### src/rtl/alu_sequencer_pkg.sv
// Shared definitions for the ALU sequencer: op indices, FSM state encoding
// and the per-op latency rule.
package alu_seq_pkg;

    localparam logic [3:0] OP_ADD   = 4'd0;
    localparam logic [3:0] OP_SUB   = 4'd1;
    localparam logic [3:0] OP_MUL   = 4'd2;
    localparam logic [3:0] OP_DIV   = 4'd3;
    localparam logic [3:0] OP_SHR   = 4'd4;
    localparam logic [3:0] OP_SHL   = 4'd5;
    localparam logic [3:0] OP_ROR   = 4'd6;
    localparam logic [3:0] OP_ROL   = 4'd7;
    localparam logic [3:0] OP_AND   = 4'd8;
    localparam logic [3:0] OP_OR    = 4'd9;
    localparam logic [3:0] OP_NEG   = 4'd10;
    localparam logic [3:0] OP_NOT   = 4'd11;
    localparam logic [3:0] OP_INCPC = 4'd12;

    typedef enum logic [1:0] {
        IDLE = 2'd0,
        EXEC = 2'd1,
        DONE = 2'd2
    } state_e;

    // Number of cycles the ALU control line stays asserted for an op.
    function automatic int unsigned op_latency(input logic [3:0] op,
                                               input int unsigned mul_cycles,
                                               input int unsigned div_cycles);
        case (op)
            OP_MUL:  op_latency = mul_cycles;
            OP_DIV:  op_latency = div_cycles;
            default: op_latency = 1;
        endcase
    endfunction

endpackage

### src/rtl/alu_sequencer_if.sv
// Request/result bus between the control unit (master) and the sequencer (slave).
// start is taken only while busy=0; done stays high until an ack is sampled.
interface alu_seq_if #(
    parameter int BITS = 32
);
    logic            start;
    logic [3:0]      op;
    logic [BITS-1:0] a_in;
    logic [BITS-1:0] b_in;
    logic            ack;
    logic            busy;
    logic            done;
    logic            err;
    logic [BITS-1:0] z_hi;
    logic [BITS-1:0] z_lo;

    modport master (
        output start, op, a_in, b_in, ack,
        input  busy, done, err, z_hi, z_lo
    );

    modport slave (
        input  start, op, a_in, b_in, ack,
        output busy, done, err, z_hi, z_lo
    );
endinterface

### src/rtl/alu_sequencer_decoder.sv
// Combinational op decoder: one-hot ALU control, latency and illegal flag.
module alu_op_decoder
    import alu_seq_pkg::*;
#(
    parameter int SIG_COUNT  = 13,
    parameter int MUL_CYCLES = 4,
    parameter int DIV_CYCLES = 8,
    parameter int LAT_W      = 4
) (
    input  logic [3:0]           op,
    output logic [SIG_COUNT-1:0] ctrl,
    output logic [LAT_W-1:0]     latency,
    output logic                 illegal
);

    always_comb begin
        illegal = (int'(op) >= SIG_COUNT);
        latency = LAT_W'(op_latency(op, MUL_CYCLES, DIV_CYCLES));
        ctrl    = '0;
        if (!illegal) begin
            ctrl = SIG_COUNT'(1) << op;
        end
    end

endmodule

### src/rtl/alu_sequencer.sv
// Multi-cycle ALU controller: latches operands, holds the one-hot ALU control
// for the op's latency, then captures the 64-bit result into Z until acked.
module alu_sequencer
    import alu_seq_pkg::*;
#(
    parameter int BITS       = 32,
    parameter int SIG_COUNT  = 13,
    parameter int MUL_CYCLES = 4,
    parameter int DIV_CYCLES = 8
) (
    input  logic                 clk,
    input  logic                 clr,
    alu_seq_if.slave             bus,
    output logic [SIG_COUNT-1:0] alu_ctrl,
    output logic [BITS-1:0]      alu_x,
    output logic [BITS-1:0]      alu_y,
    input  logic [2*BITS-1:0]    alu_result,
    output logic [1:0]           state
);

    localparam int MAX_LAT = (MUL_CYCLES > DIV_CYCLES) ? MUL_CYCLES : DIV_CYCLES;
    localparam int CNT_W   = (MAX_LAT > 1) ? $clog2(MAX_LAT) : 1;
    localparam int LAT_W   = CNT_W + 1;

    localparam logic [1:0] S_IDLE = IDLE;
    localparam logic [1:0] S_EXEC = EXEC;
    localparam logic [1:0] S_DONE = DONE;

    logic [SIG_COUNT-1:0] dec_ctrl;
    logic [LAT_W-1:0]     dec_latency;
    logic                 dec_illegal;
    logic [SIG_COUNT-1:0] ctrl_q;
    logic [CNT_W-1:0]     cnt;
    logic                 err_q;
    logic [BITS-1:0]      z_hi_q;
    logic [BITS-1:0]      z_lo_q;

    alu_op_decoder #(
        .SIG_COUNT (SIG_COUNT),
        .MUL_CYCLES(MUL_CYCLES),
        .DIV_CYCLES(DIV_CYCLES),
        .LAT_W     (LAT_W)
    ) u_dec (
        .op     (bus.op),
        .ctrl   (dec_ctrl),
        .latency(dec_latency),
        .illegal(dec_illegal)
    );

    always_ff @(posedge clk or negedge clr) begin
        if (!clr) begin
            state  <= S_IDLE;
            ctrl_q <= '0;
            cnt    <= '0;
            err_q  <= 1'b0;
            z_hi_q <= '0;
            z_lo_q <= '0;
            alu_x  <= '0;
            alu_y  <= '0;
        end else begin
            case (state)
                S_IDLE: begin
                    if (bus.start) begin
                        alu_x  <= bus.a_in;
                        alu_y  <= bus.b_in;
                        ctrl_q <= dec_ctrl;
                        if (dec_illegal) begin
                            // Illegal op leaves Z untouched.
                            err_q <= 1'b1;
                            state <= S_DONE;
                        end else if (bus.op == OP_DIV && bus.b_in == '0) begin
                            err_q  <= 1'b1;
                            z_hi_q <= '0;
                            z_lo_q <= '0;
                            state  <= S_DONE;
                        end else begin
                            cnt   <= CNT_W'(dec_latency - LAT_W'(1));
                            state <= S_EXEC;
                        end
                    end
                end
                S_EXEC: begin
                    if (cnt == '0) begin
                        z_hi_q <= alu_result[2*BITS-1:BITS];
                        z_lo_q <= alu_result[BITS-1:0];
                        err_q  <= 1'b0;
                        state  <= S_DONE;
                    end else begin
                        cnt <= cnt - CNT_W'(1);
                    end
                end
                S_DONE: begin
                    if (bus.ack) begin
                        err_q <= 1'b0;
                        state <= S_IDLE;
                    end
                end
                default: state <= S_IDLE;
            endcase
        end
    end

    assign alu_ctrl = (state == S_EXEC) ? ctrl_q : '0;
    assign bus.busy = (state != S_IDLE);
    assign bus.done = (state == S_DONE);
    assign bus.err  = err_q;
    assign bus.z_hi = z_hi_q;
    assign bus.z_lo = z_lo_q;

endmodule

### src/flat_wrapper.sv
// flat-port wrapper written by rule: the top's interface ports become plain ports
module alu_sequencer_flat import alu_seq_pkg::*;
#(
    parameter int BITS       = 32,
    parameter int SIG_COUNT  = 13,
    parameter int MUL_CYCLES = 4,
    parameter int DIV_CYCLES = 8
)
  (clk, clr, alu_ctrl, alu_x, alu_y, alu_result, state, bus_start, bus_op, bus_a_in, bus_b_in, bus_ack, bus_busy, bus_done, bus_err, bus_z_hi, bus_z_lo);
  alu_seq_if #(.BITS(BITS)) bus_i ();
  input  logic clk;
  input  logic clr;
  output logic [SIG_COUNT-1:0] alu_ctrl;
  output logic [BITS-1:0] alu_x;
  output logic [BITS-1:0] alu_y;
  input  logic [2*BITS-1:0] alu_result;
  output logic [1:0] state;
  input wire logic [$bits(bus_i.start)-1:0] bus_start;
  input wire logic [$bits(bus_i.op)-1:0] bus_op;
  input wire logic [$bits(bus_i.a_in)-1:0] bus_a_in;
  input wire logic [$bits(bus_i.b_in)-1:0] bus_b_in;
  input wire logic [$bits(bus_i.ack)-1:0] bus_ack;
  output wire logic [$bits(bus_i.busy)-1:0] bus_busy;
  output wire logic [$bits(bus_i.done)-1:0] bus_done;
  output wire logic [$bits(bus_i.err)-1:0] bus_err;
  output wire logic [$bits(bus_i.z_hi)-1:0] bus_z_hi;
  output wire logic [$bits(bus_i.z_lo)-1:0] bus_z_lo;
  assign bus_i.start = bus_start;
  assign bus_i.op = bus_op;
  assign bus_i.a_in = bus_a_in;
  assign bus_i.b_in = bus_b_in;
  assign bus_i.ack = bus_ack;
  assign bus_busy = bus_i.busy;
  assign bus_done = bus_i.done;
  assign bus_err = bus_i.err;
  assign bus_z_hi = bus_i.z_hi;
  assign bus_z_lo = bus_i.z_lo;
  alu_sequencer #(.BITS(BITS), .SIG_COUNT(SIG_COUNT), .MUL_CYCLES(MUL_CYCLES), .DIV_CYCLES(DIV_CYCLES)) u_core (.clk(clk), .clr(clr), .bus(bus_i), .alu_ctrl(alu_ctrl), .alu_x(alu_x), .alu_y(alu_y), .alu_result(alu_result), .state(state));
endmodule
### config.mk
export PLATFORM = sky130hd
export DESIGN_NAME = alu_sequencer_flat
export DESIGN_NICKNAME = d
export VERILOG_FILES = /design/src/rtl/alu_sequencer_pkg.sv /design/src/rtl/alu_sequencer_if.sv /design/src/rtl/alu_sequencer_decoder.sv /design/src/rtl/alu_sequencer.sv /design/src/flat_wrapper.sv
export SDC_FILE = /design/constraint.sdc
export NUM_CORES = 1
export LEC_CHECK = 0
export BUFFER_PORTS_ARGS = -buffer_cell sky130_fd_sc_hd__buf_2
export CORE_MARGIN = 1.5
export CORE_UTILIZATION = 45
export DETAILED_ROUTE_END_ITERATION = 16
export PLACE_DENSITY = 0.77
export SLEW_MARGIN = 40
export SYNTH_ARGS = -nofsm -noshare
export SYNTH_HDL_FRONTEND = slang
export SYNTH_SLANG_ARGS = --single-unit
### constraint.sdc
create_clock -name clk -period 5.51 [get_ports clk]
set_input_delay 0.551 -clock clk [delete_from_list [all_inputs] [get_ports clk]]
set_output_delay 0.551 -clock clk [all_outputs]
set_load 0.01 [all_outputs]
## After elaboration in Yosys (flattened, before gate mapping)

Index checks and enable logic that the tools add are counted.

- Magnitude comparators: 1
- Mux-type cells: 27
- Shifts and indexed selects: 1
- Reduce and logical (&&, ||, !) cells: 12
- Eq/ne operators: 12
- Add/sub/neg operators: 2

Operators by type and width:

| operator | number |
|---|---|
| $mux 32 | 5 |
| $pmux 32 s2 | 2 |
| $logic_not 32->1 | 1 |
| $mux 13 | 2 |
| $reduce_and 5->1 | 3 |
| $shl 1x4->13 const A | 1 |
| $mux 3 | 4 |
| $pmux 3 s2 | 2 |
| $mux 2 | 5 |
| $ne 2x2->1 const B | 5 |
| $eq 4x2->1 const B | 2 |
| $pmux 2 s3 | 1 |
| $sub 3x1->3 const B | 2 |
| $mux 1 | 5 |
| $ge 4x4->1 const B | 1 |
| $ne 2x1->1 const B | 2 |
| $reduce_bool 2->1 | 2 |
| $logic_not 3->1 | 1 |
| $ne 3x1->1 const B | 1 |
| $pmux 1 s3 | 1 |
| $reduce_and 3->1 | 1 |
| $reduce_bool 3->1 | 1 |
| $eq 2x1->1 const B | 1 |
| $eq 2x2->1 const B | 1 |
| other kinds (3) | 3 |

- Output and inout bits: 146
- Word-level logic and storage cells: 63
- Flip-flop bits (word level): 147
- Input port bits: 136

## Longest topological paths before layout

Gate-level depths: netlist of run 1.

- Depth in word-level cells: 7
- Depth in mapped cells: 9
- Mapped depth without buffers: 8

## Cells and area by module

Synthesis of run 1 repeated with hierarchy kept, for this count alone.

- Cell total of the unflattened synthesis: 406
- Area, all modules: 6020.8 um^2

By module, submodules not included:

| module | area an instance (um^2) | cells each | instances | seq. area each (um^2) |
|---|---|---|---|---|
| alu_sequencer | 5766.8 | 383 | 1 | 3678.5 |
| alu_op_decoder | 254.0 | 23 | 1 | 0.0 |

## Least setup slack after synthesis of run 1

Ideal clock, no wire load.

- Path kind: reg-to-reg
- Start point: register u_core.state[1]
- End point: register u_core.cnt[1]
- Arrival time: 2193 ps
- Cell stages (with the launch flop): 8
- Path slack: 3223 ps
- Cells stage by stage: dfrtp_1 > inv_1 > ha_1 > or4b_2 > o21ai_0 > ha_1 > a221o_1 > a211oi_1

- Longest elaborated chain between the ends: 3
- Elaborated cells between the ends (all ways): 9
- Classes of those cells: eq/ne (5); mux (1); reduce/logical (3)

RTL lines:

| item | RTL line | source |
|---|---|---|
| start, declared | alu_sequencer.sv:18 | `output logic [1:0] state` |
| start signal, assigned | alu_sequencer.sv:52 | `state <= S_IDLE;` |
| start signal, assigned | alu_sequencer.sv:70 | `state <= S_DONE;` |
| start signal, assigned | alu_sequencer.sv:75 | `state <= S_DONE;` |
| $eq 2x1->1 / $logic_not 2->1 (equally long branches) | alu_sequencer.sv:61 | `case (state)` |
| $ne 2x2->1 (no source line) / $reduce_bool 2->1 (equally long branches) | -- |  |
| $reduce_and 5->1 (no source line) | -- |  |
| end signal, assigned | alu_sequencer.sv:77 | `cnt <= CNT_W'(dec_latency - LAT_W'(1));` |
| end signal, assigned | alu_sequencer.sv:89 | `cnt <= cnt - CNT_W'(1);` |
| end, declared | alu_sequencer.sv:33 | `logic [CNT_W-1:0] cnt;` |

Parallel ways exist; a longest one is shown, timed or not.
A chain may end at the register's enable or synchronous reset.

## Final worst setup path of run 1

- Start point: register u_core.state[1]
- End point: register u_core.z_lo_q[13] (netlist: u_core.bus.z_lo[13])

- Longest elaborated chain between the ends: 3
- Elaborated cells between the ends (all ways): 9
- Classes of those cells: eq/ne (5); mux (1); reduce/logical (3)

RTL lines:

| item | RTL line | source |
|---|---|---|
| $eq 2x1->1 / $logic_not 2->1 (equally long branches) | alu_sequencer.sv:61 |  |
| $ne 2x1->1 (no source line) (tied with other cells) | -- |  |
| $reduce_and 5->1 (no source line) | -- |  |
| end signal, assigned | alu_sequencer.sv:85 | `z_lo_q <= alu_result[BITS-1:0];` |
| end, declared | alu_sequencer.sv:36 | `logic [BITS-1:0] z_lo_q;` |

Parallel ways exist; a longest one is shown, timed or not.

==> results of run 1 <==
per-layer routing:
layer	global-route usage [%]	up-vias	wire length, um
li1	-	2349	-
met1	23.3	2365	6100
met2	35.0	218	7490
met3	9.06	18	1580
met4	7.12	0	224
met5	0	-	0
through the flow:
stage / std cells / area (um^2) / hold slack [ps] / utilization, % / power, W
after floorplan: 542 / 6430 / 255 / - / 0.00276
after global placement: 981 / 7930 / 457 / 56.9 / 0.00331
after detailed placement: 981 / 7950 / 462 / 57.0 / 0.00336
after CTS: 1013 / 8570 / 164 / 61.5 / 0.00460
after global routing: 1013 / 8570 / 175 / 61.5 / 0.00483
final: 1013 / 8570 / 132 / 61.5 / 0.00454
logic make-up after synthesis:
| group | after synthesis |
|---|---|
| XOR/XNOR | 1 |
| adder cells (fa/ha/maj) | 5 |
| multiplexers | 131 |
| AND/OR/NAND/NOR | 132 |
| AO/OA/AOI/OAI | 30 |
| buffers and inverters | 96 |
| flip-flops | 147 |
cells in the mapped netlist, drive strengths merged (2+ instances only):
cell type / instances
dfrtp: 147
nand2: 86
inv: 71
mux2: 66
mux2i: 65
clkbuf: 18
and2: 13
o21ai: 12
nor4: 10
nor2: 8
buf: 7
ha: 5
nor3: 4
o31ai: 2
o41ai: 2
or2: 2
or2b: 2
sequential cells by signal, summed over array words and instances (netlist names):
register and count:
u_core.state 2, u_core.cnt 3, u_core.bus.z_hi 32, u_core.bus.err 1
u_core.bus.z_lo 32, u_core.ctrl_q 13, u_core.alu_y 32, u_core.alu_x 32
power groups by stage:
stage	logic [W]	clock network [W]	registers (W)
after global routing	0.00183	0.00129	0.00172
after CTS	0.00169	0.00124	0.00167
after detailed placement	0.00169	0	0.00168
final	0.00166	0.00121	0.00167
after floorplan	0.000917	0	0.00184
after global placement	0.00165	0	0.00166
final timing paths:
check | start | endpoint | slack (ps) | cells after the start
setup / recovery | u_core.state[1] | u_core.bus.z_lo[13] | 2590 | 9
hold / removal | clr | u_core.bus.z_lo[9] | 130 | 1
setup reg to reg | u_core.state[1] | u_core.bus.z_lo[13] | 2590 | 9
hold reg to reg | u_core.ctrl_q[9] | u_core.ctrl_q[9] | 470 | 2
max in group asynchronous | clr | u_core.bus.z_lo[30] | 4130 | 2
min in group clk | bus_a_in[23] | u_core.alu_x[23] | 360 | 2
layout make-up:
type	instances	share of cell area, %
clock inverters	7	1.40
inverters	71	3.11
flip-flops and latches	147	42.9
well taps	180	2.63
repair buffers	284	16.9
multi-input cells	299	27.1
clock buffers	25	5.90
==> results.py, run 1 <==
metrics = {
    "run_status": {
        "status": "finished, final reports clean",
    },
    "critical_path": {
        "cp_data_required_time_ps": 5830,
        "cpLargestDelayFamily": "buffers and inverters",
        "max_stage_delay_ps": 600,
        "critPathMaxFanout": 83,
        "crit_arrival_ps": 3240,
        "path_class": "reg -> reg",
        "cp_slowest_cell": "buf_4",
        "cp-end-kind": "flop",
        "start_kind": "flop",
        "crit_chain": "inv_1 -> ha_2 -> buf_4 -> inv_1 -> nor2_1 -> nor2_1 -> a31oi_4 -> buf_12 -> mux2i_1",
        "path_buf_inv": 4,
    },
    "sta": {
        "worstMarginPinSlew_ps": 819,
        "skew_ps": 13.7,
        "final_max_slew_viol_count": 0,
        "hold_viol": 0,
        "layout_worst_path_cycle_share_pct": 53.0,
        "fin_crit_ps": 2920,
        "final.setup.tns_ps": 0,
        "slew_headroom_pct": 45.4,
        "worst_slack_ps": 2590,
        "timing.fmax_mhz": 343,
        "rsz0062_at_grt": "no",
        "setup_viol": 0,
    },
    "routing": {
        "firstDrtPassIters": 6,
        "drt_iter0_drc": 170,
        "routedWlPerCell_um": 15.2,
        "wl_um": 15400,
        "drc_errors": 0,
        "vias": 4950,
        "avgViaCountPerCell": 4.89,
        "antenna_left": 0,
    },
    "yosys": {
        "syn_nets": 683,
        "ys_types": 43,
        "synth_top_family_by_area": "multiplexers",
        "muxShareOfSynthArea_pct": 21.7,
        "synth-compound-area-share_pct": 3.23,
        "yosys.area.top_type_share_pct": 57.2,
        "ys_seq_elements": 147,
        "async_flop_share_pct": 100,
        "synthCells": 542,
        "synth_warnings": 0,
        "synth_area_per_cell_um2": 11.9,
        "synth_edf_count": 0,
        "synthSimpleGateAreaFrac_pct": 9.59,
        "synth_area_leader_cell": "dfrtp_1",
        "synth_area_um2": 6430,
        "synth-seq-area-share_pct": 57.2,
        "synth.area.top_cells": "dfrtp_1 (57%), mux2_2 (12%), mux2i_1 (10%)",
        "synth_adder_area_share_pct": 0.972,
        "synthFlopType": "dfrtp_1",
        "synth_xor_xnor_area_share_pct": 0.136,
    },
    "layout": {
        "area_growth_pct": 33.2,
        "nets": 961,
        "layout_common_cells": "buf_2 (280), dfrtp_1 (147), nand2_1 (84), inv_1 (71), mux2_2 (66)",
        "drive_gt1_share_pct": 46.8,
        "final_common_cell": "buf_2",
        "multi_input_area_um2": 2320,
        "num-fill-cells": 1157,
        "antenna_cells": 0,
        "regArea_um2": 3680,
    },
    "power_and_ir_drop": {
        "ir_drop_mv": 0.321,
        "p_int_w": 0.00301,
        "pwr-share-comb_pct": 36.7,
        "netSwitchingPower_w": 0.00153,
        "clkPwrFrac_pct": 26.6,
        "p_per_area_nw_per_um2": 530,
        "swShare_pct": 33.6,
        "seqPwrFrac_pct": 36.8,
        "p_leak_nw": 4.71,
    },
    "placement": {
        "routabilityCongestion": 0.849,
        "dp_slack_ps": 2570,
        "portBuffers": 281,
        "hpwl_um": 10700,
    },
    "floorplan": {
        "initial_utilization_pct": 46.2,
        "ios": 282,
        "die_x_um": 123,
        "dieArea_um2": 15000,
        "die_h_um": 123,
        "fp-row-count": 43,
        "core_area_um2": 13900,
    },
    "clock_tree": {
        "clock_path_buffers": 2,
        "numCtsBuffers": 17,
        "cts_tree": "yes",
        "cts_resized": 0,
        "root_buffer": "clkbuf_16",
        "clock_sinks": 147,
        "cts_hold_buf": 0,
        "htreeDepth": 4,
        "clk_latency_ps": 420,
        "post_cts_buffers": 0,
        "cts.clk_slew.worst_paths_ps": 60,
    },
    "grt": {
        "grt-ovfl-total": 0,
        "grt_max_degree": 95,
        "grt_pass1_vias": 4996,
        "grt_usage_pct": 20.7,
        "antenna_found_initial": 0,
        "grt_first_pass_wirelength_um": 24000,
    },
    "hold_path": {
        "hp-class": "in -> async",
    },
    "flow_run": {
        "max_cap_viol_count": 0,
    },
}
Note: power is estimated with default switching activity, not from simulation.
==> run 2, diff against run 1 <==
- clock period: 5.51 -> 2.8 ns (I/O delays scaled with it)
==> run 2 against run 1 <==
Register-to-register slack worse by 2200 ps. Hold slack worse by 47 ps. First-iteration DRC count up 37%. Count of clock-buffer cells in the layout down 7. Final cell count up 0.89%. Die area unchanged. Clock power up 110%. Power up 100%. Via count up 1.9%. Clock skew down 1.2 ps. Critical path type unchanged. Combinational power up 100%. Routed wire length up 2.9%. Largest power group is now combinational logic.
==> results.py, run 2 (synthesized netlist as in run 1, its figures left out) <==
metrics = {
    "run_status": {
        "status": "finished, final reports clean",
    },
    "sta": {
        "timing.fmax_mhz": 417,
        "hold_viol": 0,
        "rsz0062_at_grt": "no",
        "layout_worst_path_cycle_share_pct": 85.7,
        "slew_headroom_pct": 51.9,
        "fin_crit_ps": 2400,
        "final_max_slew_viol_count": 0,
        "setup_viol": 0,
        "skew_ps": 12.5,
        "final.setup.tns_ps": 0,
        "worstMarginPinSlew_ps": 722,
    },
    "hold_path": {
        "hp-class": "in -> reg",
        "min_path_cells": 2,
    },
    "critical_path": {
        "start_kind": "flop",
        "cp_data_required_time_ps": 3130,
        "cp-end-kind": "flop",
        "critPathMaxFanout": 52,
        "worst_r2r_path_depth": 8,
        "path_class": "reg -> reg",
        "crit_arrival_ps": 2730,
    },
    "layout": {
        "final_common_cell": "buf_2",
        "final_cells": 1022,
        "layout_common_cells": "buf_2 (280), dfrtp_1 (147), nand2_1 (84), inv_1 (71), mux2_2 (66)",
        "area_growth_pct": 35.1,
        "num-fill-cells": 1133,
        "stdcell_area_um2": 8690,
        "nets": 971,
        "drive_gt1_share_pct": 47.6,
        "antenna_cells": 0,
    },
    "clock_tree": {
        "root_buffer": "clkbuf_16",
        "cts_hold_buf": 1,
        "cts_resized": 0,
        "post_cts_buffers": 0,
        "clk_latency_ps": 420,
        "htreeDepth": 4,
        "cts.clk_slew.worst_paths_ps": 60,
        "numCtsBuffers": 17,
        "clock_sinks": 147,
        "cts_tree": "yes",
        "clock_path_buffers": 2,
    },
    "routing": {
        "firstDrtPassIters": 4,
        "wl_um": 15900,
        "avgViaCountPerCell": 4.94,
        "drc_errors": 0,
        "vias": 5046,
        "antenna_left": 0,
        "drt_iter0_drc": 233,
        "routedWlPerCell_um": 15.5,
    },
    "placement": {
        "hpwl_um": 11400,
        "placed_area_um2": 8010,
        "routabilityCongestion": 0.822,
        "dp.cells": 990,
        "portBuffers": 281,
    },
    "floorplan": {
        "dieArea_um2": 15000,
        "die_x_um": 123,
        "initial_utilization_pct": 46.2,
        "fp-row-count": 43,
        "die_h_um": 123,
        "core_area_um2": 13900,
        "ios": 282,
    },
    "power_and_ir_drop": {
        "ir_drop_mv": 0.783,
        "power_w": 0.00922,
        "p_per_area_nw_per_um2": 1060,
        "p_leak_nw": 4.79,
    },
    "grt": {
        "grt_pass1_vias": 5254,
        "grt-ovfl-total": 0,
        "grt_first_pass_wirelength_um": 25000,
        "antenna_found_initial": 0,
        "grt_max_degree": 75,
        "grt_usage_pct": 21.6,
    },
    "flow_run": {
        "max_cap_viol_count": 0,
    },
}
## run 2: worst paths after layout
kind,start,to,slack (ps)
setup / recovery,u_core.state[1],u_core.bus.z_lo[10],400
min in group asynchronous,clr,u_core.bus.z_lo[21],430
max in group asynchronous,clr,u_core.bus.z_hi[7],1610
setup reg to reg,u_core.state[1],u_core.bus.z_lo[10],400
hold / removal,bus_a_in[22],u_core.alu_x[22],80
hold reg to reg,u_core.ctrl_q[1],u_core.ctrl_q[1],470
## run 2: area by class of cell
cell class,instances,area (um^2),share of cell area (%)
clock buffer,18,439,5.05
clock inverter,13,230,2.65
inverter,71,267,3.07
multi-input combinational,299,2310,26.6
sequential,147,3680,42.3
tap,180,225,2.59
timing repair buffer,294,1540,17.7
## run 2: per-stage QoR
step	utilization [%]	hold WS (ps)	setup WS [ps]
3_5_place_dp	57.5	359	409
2_1_floorplan	-	-15.6	513
5_1_grt	62.4	70.3	224
4_1_cts	62.4	71.2	370
6_report	62.4	84.7	399
3_3_place_gp	57.5	355	495
## run 2: where the power goes
part	switching [W]	leakage, nW	internal, W
clock	0.000899	0.331	0.00169
sequential	0.000394	1.87	0.00289
combinational	0.00179	2.59	0.00155
total	0.00308	4.79	0.00614
## run 2: routing by layer
layer	wire [um]	GRT usage (%)	share of wire [%]
met5	0	0	0
met4	321	8.72	2.0
met3	1470	8.60	9.3
met2	7810	37.1	49
met1	6250	24.0	39
## run 2: critical path, cell delays in order (launching register included)
cell     delay (ps)
dfrtp_1         410
inv_1           110
ha_2            240
inv_1           100
nor2_1          140
nor2_1           90
a31oi_4         520
buf_12          400
mux2i_1         270
==> run 3, diff against run 2 <==
- CORE_ASPECT_RATIO: default -> 0.6
==> run 3 against run 2 <==
Clock power shrank 16%. Non-clock buffer count shrank 2. Sequential share of layout area grew 0.47 points. Flip-flop and latch count is the same. Final cell count grew 1.1%. Clock skew is essentially flat. Maximum frequency shrank 3.8%. Register-to-register slack is essentially flat. Critical path type is now reg -> out. Die area grew 0.16%. Count of clock-buffer cells in the layout is the same. Setup slack lost 95 ps. Core utilization is essentially flat.
==> results.py, run 3 (synthesized netlist as in run 1, its figures left out) <==
metrics = {
    "run_status": {
        "status": "finished, final reports clean",
    },
    "clock_tree": {
        "root_buffer": "clkbuf_16",
        "cts.clk_slew.worst_paths_ps": 70,
        "clock_path_buffers": 2,
        "clock_sinks": 147,
        "clk_latency_ps": 410,
        "htreeDepth": 4,
        "cts_resized": 0,
        "cts_tree": "yes",
        "numCtsBuffers": 17,
        "cts_hold_buf": 1,
        "post_cts_buffers": 0,
    },
    "hold_path": {
        "hp-class": "in -> reg",
        "whs_endpoint": "u_core.alu_x[14]",
        "min_from": "bus_a_in[14]",
        "min_path_cells": 2,
    },
    "layout": {
        "num-fill-cells": 1168,
        "final_common_cell": "buf_2",
        "antenna_cells": 0,
        "nets": 969,
        "layout_common_cells": "buf_2 (280), dfrtp_1 (147), nand2_1 (84), inv_1 (71), mux2_2 (66)",
        "drive_gt1_share_pct": 47.6,
        "area_growth_pct": 33.6,
    },
    "sta": {
        "worstMarginPinSlew_ps": 792,
        "timing.fmax_mhz": 401,
        "skew_ps": 12.1,
        "setup_viol": 0,
        "worst_slack_ps": 305,
        "rsz0062_at_grt": "no",
        "slew_headroom_pct": 47.2,
        "hold_viol": 0,
        "layout_worst_path_cycle_share_pct": 89.1,
        "final_max_slew_viol_count": 0,
        "fin_crit_ps": 2500,
        "final.setup.tns_ps": 0,
    },
    "floorplan": {
        "die_x_um": 157,
        "fp-row-count": 33,
        "dieArea_um2": 15000,
        "core_area_um2": 13800,
        "die_h_um": 95.6,
        "ios": 282,
        "initial_utilization_pct": 46.7,
    },
    "critical_path": {
        "path_class": "reg -> out",
        "crit_chain": "inv_1 -> ha_2 -> buf_4 -> and2_1 -> buf_2",
        "start_kind": "flop",
        "worst_r2r_path_depth": 7,
        "path_buf_inv": 3,
        "critPathMaxFanout": 79,
        "cpLargestDelayFamily": "buffers and inverters",
        "cp_slowest_cell": "buf_4",
        "reg2reg_slack_ps": 400,
        "cp-end-kind": "output pin",
        "crit_arrival_ps": 2220,
        "max_stage_delay_ps": 640,
        "timing.rr.end": "u_core.cnt[1]",
        "reg2reg_from": "u_core.state[1]",
        "cp_data_required_time_ps": 2520,
    },
    "routing": {
        "drt_iter0_drc": 189,
        "antenna_left": 0,
        "firstDrtPassIters": 4,
        "avgViaCountPerCell": 4.78,
        "routedWlPerCell_um": 14.9,
        "wl_um": 15400,
        "drc_errors": 0,
        "vias": 4942,
    },
    "grt": {
        "grt_first_pass_wirelength_um": 23700,
        "grt_usage_pct": 20.3,
        "grt_max_degree": 80,
        "grt_pass1_vias": 4948,
        "grt-ovfl-total": 0,
        "antenna_found_initial": 0,
    },
    "flow_run": {
        "max_cap_viol_count": 0,
    },
    "power_and_ir_drop": {
        "p_per_area_nw_per_um2": 1020,
        "ir_drop_mv": 0.599,
        "p_leak_nw": 4.72,
    },
    "placement": {
        "routabilityCongestion": 0.821,
        "hpwl_um": 11300,
        "dp_slack_ps": 417,
        "portBuffers": 281,
    },
}
## run 3: changes by cell type in the layout (fill, tap and decap cells not counted), sizes merged
cell / change
inv: +7
bufinv: -6
clkinv: -3
clkinvlp: +3
buf: -2
## run 3: report_power, final
part	internal (W)	leakage [nW]	total, W	switching (W)
sequential	0.00289	1.87	0.00327	0.000386
clock	0.00120	0.275	0.00217	0.000966
combinational	0.00155	2.58	0.00332	0.00178
total	0.00564	4.72	0.00877	0.00313
## run 3: worst register-to-register path: stages, from the launching register on
cell,delay (ps)
dfrtp_1,390
inv_1,90
ha_2,220
or4b_2,700
o21ai_0,110
ha_1,270
a221o_1,320
a211oi_1,220
## run 3: layout make-up
type | count | area [um^2] | area share (%)
sequential | 147 | 3680 | 42.8
multi-input combinational | 299 | 2310 | 26.9
timing repair buffer | 292 | 1520 | 17.7
clock buffer | 18 | 439 | 5.11
inverter | 71 | 267 | 3.10
tap | 192 | 240 | 2.79
clock inverter | 14 | 134 | 1.56
## run 3: through the flow
stage | hold slack (ps) | cells | instance area [um^2] | utilization (%) | total power (W)
CTS | 82.1 | 1033 | 8600 | 62.3 | 0.00887
detailed placement | 284 | 1000 | 8010 | 58.1 | 0.00666
finish | 103 | 1033 | 8600 | 62.3 | 0.00877
global placement | 285 | 1000 | 8010 | 58.1 | 0.00656
global route | 83.2 | 1033 | 8600 | 62.3 | 0.00934
floorplan | -15.6 | 542 | 6430 | - | 0.00543
## run 3: worst max-delay path by stage
stage                    start            end  slack [ps]  depth (start not counted)
5_1_grt        u_core.state[1]   alu_ctrl[10]         150                          5
3_3_place_gp   u_core.state[1]  u_core.cnt[1]         520                          7
4_1_cts        u_core.state[1]   alu_ctrl[10]         270                          5
3_5_place_dp   u_core.state[1]  u_core.cnt[1]         420                          7
2_1_floorplan  u_core.state[1]  u_core.cnt[1]         510                          7
6_report       u_core.state[1]   alu_ctrl[10]         300                          5
## run 3: routing by layer
| layer | vias up | share of wire [%] | GRT usage, % |
|---|---|---|---|
| li1 | 2361 | - | - |
| met1 | 2389 | 46 | 26.3 |
| met2 | 182 | 46 | 32.4 |
| met3 | 10 | 7.9 | 6.68 |
| met4 | 0 | 0.69 | 6.37 |
| met5 | - | 0 | 0 |
